[config.mk]
export PLATFORM = sky130hd
export DESIGN_NAME = vec_load_streamer
export DESIGN_NICKNAME = d
export VERILOG_FILES = /design/src/rtl/vls_pkg.sv /design/src/rtl/vls_fifo.sv /design/src/rtl/vec_load_streamer.sv
export SDC_FILE = /design/constraint.sdc
export NUM_CORES = 1
export LEC_CHECK = 0
export CAP_MARGIN = 5
export CORE_MARGIN = 3
export CORE_UTILIZATION = 55
export CTS_CLUSTER_SIZE = 25
export DETAILED_ROUTE_END_ITERATION = 8
export GPL_ROUTABILITY_DRIVEN = 0
export HOLD_SLACK_MARGIN = 0.15
export PLACE_DENSITY = 0.89
export SLEW_MARGIN = 20
export SYNTH_ARGS = -nofsm -noshare
export SYNTH_HDL_FRONTEND = slang
export SYNTH_SLANG_ARGS = --single-unit
[constraint.sdc]
create_clock -name i_clk -period 4.9 [get_ports i_clk]
set_input_delay 0.98 -clock i_clk [delete_from_list [all_inputs] [get_ports i_clk]]
set_output_delay 0.98 -clock i_clk [all_outputs]
set_load 0.05 [all_outputs]
[src/rtl/vls_pkg.sv]
// rtl/vls_pkg.sv - shared types and constants for the vector load streamer
package vls_pkg;

  localparam int LANES       = 8;
  localparam int PIX_SIZE    = 8;
  localparam int MEM_BYTES   = 51200;
  localparam int BLOCK_BYTES = 64;

  typedef logic [LANES*PIX_SIZE-1:0] vec_t;

  typedef struct packed {
    logic last;
    vec_t vec;
  } fifo_ent_t;

  typedef enum logic [1:0] {
    IDLE,
    ISSUE,
    DRAIN
  } state_t;

endpackage

[src/rtl/vls_fifo.sv]
// rtl/vls_fifo.sv - synchronous FIFO of {last, vector} with simultaneous push/pop
// Pointers carry one extra wrap bit so full and empty are distinguishable.
module vls_fifo
  import vls_pkg::*;
#(
  parameter int DEPTH = 4,
  parameter int AW    = $clog2(DEPTH)
) (
  input  logic      i_clk,
  input  logic      i_rst_n,
  input  logic      i_push,
  input  fifo_ent_t i_din,
  input  logic      i_pop,
  output fifo_ent_t o_dout,
  output logic      o_full,
  output logic      o_empty,
  output logic [AW:0] o_count
);

  fifo_ent_t  r_mem [DEPTH];
  logic [AW:0] r_wr_ptr;
  logic [AW:0] r_rd_ptr;

  assign o_count = r_wr_ptr - r_rd_ptr;
  assign o_full  = (o_count == (AW+1)'(DEPTH));
  assign o_empty = (r_wr_ptr == r_rd_ptr);
  assign o_dout  = r_mem[r_rd_ptr[AW-1:0]];

  always_ff @(posedge i_clk or negedge i_rst_n) begin
    if (!i_rst_n) begin
      r_wr_ptr <= '0;
      r_rd_ptr <= '0;
    end else begin
      if (i_push) r_wr_ptr <= r_wr_ptr + 1'b1;
      if (i_pop)  r_rd_ptr <= r_rd_ptr + 1'b1;
    end
  end

  // When full, a push lands in the slot being popped this same edge.
  always_ff @(posedge i_clk) begin
    if (i_push) r_mem[r_wr_ptr[AW-1:0]] <= i_din;
  end

endmodule

[src/rtl/vec_load_streamer.sv]
// rtl/vec_load_streamer.sv - walks a run of 8-lane vectors and streams them out
// Optional lane-7 bounds check enabled by defining VLS_BOUNDS_CHECK_EN.
module vec_load_streamer
  import vls_pkg::*;
#(
  parameter int ADDR_W     = 20,
  parameter int CNT_W      = 16,
  parameter int FIFO_DEPTH = 4
) (
  input  logic              i_clk,
  input  logic              i_rst_n,
  input  logic              i_start,
  input  logic [ADDR_W-1:0] i_base_addr,
  input  logic [CNT_W-1:0]  i_num_vectors,
  output logic              o_busy,
  output logic              o_done,
  output logic              o_err,
  output logic [ADDR_W-1:0] o_mem_addr,
  input  vec_t              i_mem_rd,
  output logic              o_out_valid,
  input  logic              i_out_ready,
  output vec_t              o_out_data,
  output logic              o_out_last
);

  localparam int FIFO_AW    = $clog2(FIFO_DEPTH);
  localparam int BLOCK_STEP = BLOCK_BYTES - (LANES - 1);
  localparam int LANE7_OFF  = (LANES - 1) * LANES;

  state_t            r_state, w_state_nxt;
  logic [ADDR_W-1:0] r_mem_addr;
  logic [CNT_W-1:0]  r_num;
  logic [CNT_W-1:0]  r_issue_cnt;
  logic              r_err;
  logic              r_done;
  logic              w_done_nxt;

  logic              w_accept, w_push, w_pop, w_last_issue, w_oob, w_drained;
  logic              w_full, w_empty;
  logic [FIFO_AW:0]  w_count;
  fifo_ent_t         w_din, w_head;

  assign w_accept     = (r_state == IDLE) && i_start;
  assign w_pop        = !w_empty && i_out_ready;
  assign w_last_issue = (r_issue_cnt == r_num - 1'b1);
  assign w_push       = (r_state == ISSUE) && (!w_full || w_pop) && !w_oob;
  assign w_drained    = w_empty || ((w_count == (FIFO_AW+1)'(1)) && w_pop);

`ifdef VLS_BOUNDS_CHECK_EN
  logic [ADDR_W:0] w_lane7_addr;
  assign w_lane7_addr = {1'b0, r_mem_addr} + (ADDR_W+1)'(LANE7_OFF);
  assign w_oob = (r_state == ISSUE) && (w_lane7_addr >= (ADDR_W+1)'(MEM_BYTES));
`else
  assign w_oob = 1'b0;
`endif

  always_comb begin
    w_state_nxt = r_state;
    w_done_nxt  = 1'b0;
    case (r_state)
      IDLE: begin
        if (i_start) begin
          if (i_num_vectors != '0) w_state_nxt = ISSUE;
          else                     w_done_nxt  = 1'b1;
        end
      end
      ISSUE: begin
        if (w_oob || (w_push && w_last_issue)) w_state_nxt = DRAIN;
      end
      DRAIN: begin
        if (w_drained) begin
          w_state_nxt = IDLE;
          w_done_nxt  = 1'b1;
        end
      end
      default: w_state_nxt = IDLE;
    endcase
  end

  always_ff @(posedge i_clk or negedge i_rst_n) begin
    if (!i_rst_n) r_state <= IDLE;
    else          r_state <= w_state_nxt;
  end

  // The eighth vector of a block jumps to the next 64-byte block.
  always_ff @(posedge i_clk or negedge i_rst_n) begin
    if (!i_rst_n) begin
      r_mem_addr  <= '0;
      r_num       <= '0;
      r_issue_cnt <= '0;
      r_err       <= 1'b0;
      r_done      <= 1'b0;
    end else begin
      r_done <= w_done_nxt;
      if (w_accept) begin
        r_mem_addr  <= i_base_addr;
        r_num       <= i_num_vectors;
        r_issue_cnt <= '0;
        r_err       <= 1'b0;
      end else if (w_push) begin
        r_issue_cnt <= r_issue_cnt + 1'b1;
        r_mem_addr  <= r_mem_addr + ((r_issue_cnt[2:0] == 3'd7) ?
                       ADDR_W'(BLOCK_STEP) : ADDR_W'(1));
      end
      if (w_oob) r_err <= 1'b1;
    end
  end

  assign w_din.last = w_last_issue;
  assign w_din.vec  = i_mem_rd;

  vls_fifo #(
    .DEPTH (FIFO_DEPTH)
  ) u_fifo (
    .i_clk   (i_clk),
    .i_rst_n (i_rst_n),
    .i_push  (w_push),
    .i_din   (w_din),
    .i_pop   (w_pop),
    .o_dout  (w_head),
    .o_full  (w_full),
    .o_empty (w_empty),
    .o_count (w_count)
  );

  assign o_busy      = (r_state != IDLE);
  assign o_done      = r_done;
  assign o_err       = r_err;
  assign o_mem_addr  = r_mem_addr;
  assign o_out_valid = !w_empty;
  assign o_out_data  = w_empty ? '0 : w_head.vec;
  assign o_out_last  = !w_empty && w_head.last;

endmodule
==> results.py <==
metrics = {
    "floorplan": {
        "coreArea_sq_um": 23890,
        "fp.dieW_um": 163.3,
        "die-area_sq_um": 26650,
        "die_h_um": 163.3,
        "num_rows": 56,
        "io_pins": 193,
        "start_util_pct": 56.92,
    },
    "synth": {
        "ys.flop_type": "edfxtp_1",
        "synth.yosys.warnings": 0,
        "syn_area_sq_um": 13600,
        "async_flop_share_pct": 19.00,
        "syn_inst": 854,
        "synth_cell_types": 61,
        "synth_seq_cells": 321,
        "ys_seq_area_share_pct": 68.63,
        "synth_edf_count": 260,
        "avgSynthCellArea_sq_um": 15.93,
        "synth_nets": 973,
    },
    "setup_path": {
        "worst_path_largest_cell_delay_ps": 700,
        "critical_path_class": "flop to output pin",
        "crit_required_ps": 3920,
        "cp_max_fo": 28,
        "cp.arrival_ps": 3210,
        "startpoint_type": "flop",
        "reg2reg_depth": 7,
        "reg2reg_setup_slack_ps": 1260,
        "slowest_stage": "clkdlybuf4s50_1",
        "rr_endpoint": "r_issue_cnt[12]",
        "cp_cell_sequence": "ha_1 > nand3_2 > buf_4 > and2_1 > clkdlybuf4s50_1",
        "r2r-start": "u_fifo.r_rd_ptr[1]",
        "endpoint_kind": "output pin",
    },
    "grt": {
        "grt_max_degree": 69,
        "antenna_found_initial": 1,
        "grtUsageTotal_pct": 22.11,
        "overflow": 0,
        "grt_pass1_vias": 8182,
        "grt_pass1_wl_um": 45840,
    },
    "clocking": {
        "clkSinkCount": 321,
        "postCtsHoldBufs": 0,
        "htreeDepth": 1,
        "tritoncts": "yes",
        "cts_buffers": 31,
        "path_clk_slew_ps": 60,
        "clockBufferDepth": 3,
        "cts_root_buf": "clkbuf_16",
        "cts_resized": 0,
        "clk_latency_ps": 550,
        "post-cts-setup-buffer-count": 0,
    },
    "timing": {
        "report.final.hold_viol_count": 0,
        "worstMarginPinSlew_ps": 1062,
        "fin_tns_setup_ps": 0,
        "period_minus_slack_ps": 4192,
        "finalSetupViolCount": 0,
        "max_freq_ghz": 0.2386,
        "slew_headroom_pct": 28.57,
        "finalCritPeriodShare_pct": 85.54,
        "rsz0062_at_grt": "false",
        "slew_viol_final": 0,
        "fin_skew_ps": 9.393,
    },
    "drt": {
        "wl_um": 29640,
        "ant_nets": 0,
        "drc": 0,
        "vias": 8086,
        "vias_per_cell": 5.826,
        "post_drt_wl_per_cell_um": 21.35,
        "dr.pass1.iters": 6,
        "drtIter0Drc": 694,
    },
    "finish": {
        "layout.nets": 1164,
        "mostFrequentLayoutCell": "edfxtp_1",
        "drive_gt1_share_pct": 12.64,
        "syn_to_final_growth_pct": 23.29,
        "layout_common_cells": "edfxtp_1, clkdlybuf4s50_1, nand2_1",
    },
    "outcome": {
        "status": "finished clean",
    },
    "placement": {
        "io_buffer_count": 191,
        "dp_hpwl_um": 18090,
    },
    "worst_hold_path": {
        "hp-class": "input port to async pin",
    },
    "run": {
        "max-cap-violations": 0,
    },
}
-- cell type report --
cell class              instances  area (sq um)
clock inverters                18         117.6
multi-input cells             485          4108
well taps                     319         399.1
clock buffers                  38         802.0
flip-flops and latches        321          9341
fillers                      1523          7124
repair buffers                197          1964
diodes                          1         2.502
inverters                       9         33.78
-- sequential cells by signal, summed over array words and instances (netlist names) --
register,count
u_fifo.r_wr_ptr,3
u_fifo.r_rd_ptr,3
r_state,2
r_num,16
r_issue_cnt,16
u_fifo.r_mem,260
o_done,1
o_mem_addr,20
-- worst max-delay path, delay by kind of cell, from the launching register on --
family | cells | cell delay [ps]
and+or+nand+nor | 2 | 650
buffers and inverters | 2 | 1140
DFF | 1 | 490
adders and majority gates | 1 | 370
-- kinds of logic (layout without fill, tap and decap cells) --
group,Yosys count,count (layout),synth area share (%)
buffers and inverters,48,262,1.361
multiplexers,73,73,11.37
AND/OR/NAND/NOR,281,281,10.97
adder cells (fa/ha/maj),15,15,1.435
other,1,2,0.02757
XOR/XNOR,44,44,2.935
AO/OA/AOI/OAI,71,71,3.275
flip-flops,321,321,68.63
-- worst max-delay path by stage --
stage	from	end	slack, ps	cells past startpoint
final	u_fifo.r_rd_ptr[0]	o_out_data[26]	710	5
after global routing	u_fifo.r_wr_ptr[0]	o_out_data[26]	510	6
after CTS	u_fifo.r_rd_ptr[0]	o_out_data[26]	670	5
after detailed placement	i_out_ready	r_issue_cnt[12]	1250	7
after global placement	i_out_ready	u_fifo.r_mem[3][51]	1320	5
after floorplan	u_fifo.r_rd_ptr[1]	u_fifo.r_mem[3][0]	710	8
-- stage by stage --
step | worst slack, ps | hold WS (ps) | cells | util (%) | cell area (sq um)
final | 708.3 | 415.1 | 1388 | 70.18 | 16770
after global routing | 509.5 | 434.1 | 1387 | 70.17 | 16770
after CTS | 669.2 | 416.9 | 1387 | 70.17 | 16770
after detailed placement | 1254 | 479.5 | 1331 | 66.32 | 15850
after global placement | 1317 | 476.3 | 1331 | 66.32 | 15850
after floorplan | 706.8 | 460.2 | 854 | - | 13600
-- layer usage --
metal	global-route usage [%]	share of wire, %	vias to the layer above
li1	-	-	3643
met1	30.48	40	4098
met2	37.55	51	296
met3	3.449	6.0	47
met4	5.613	2.1	2
met5	0	0.044	-
-- synth_stat cells, types with 2 or more instances --
library cell  count  area (sq um)
nor4b_1           3         26.28
xor2_1           12         105.1
or4_4             2         22.52
edfxtp_1        260          7807
and4_1            3         26.28
buf_1             8         30.03
o21ai_0          10         50.05
or3_1             5         31.28
a21oi_1          12         60.06
ha_1             14         175.2
nor3b_1           3         22.52
o31ai_1           4         30.03
and3_1           11         68.82
or2_2             3         18.77
nor4_1           11         68.82
or4_1             5         37.54
nand3_1          15         75.07
a31oi_1           3         18.77
mux2_2            2         22.52
mux4_2           65          1464
nand2b_1          6         37.54
o21a_1            2         15.01
inv_1             9         33.78
xnor2_1          31         271.5
a211oi_1          2         15.01
nand4_1           8         50.05
a31o_1            2         17.52
mux2i_1           6         60.06
and2_1           69         431.7
o21ai_1          21         105.1
nor2b_1           4         25.02
dfrtp_1          61          1526
nor2_1           23         86.33
nand2_1          91         341.6
clkbuf_1         29         108.9
nor3_1           13         65.06
a21boi_1          2         15.01
Power is left out: the tool's default activity adds up to more than one toggle a clock period on the data nets, which glitch-free logic cannot reach.
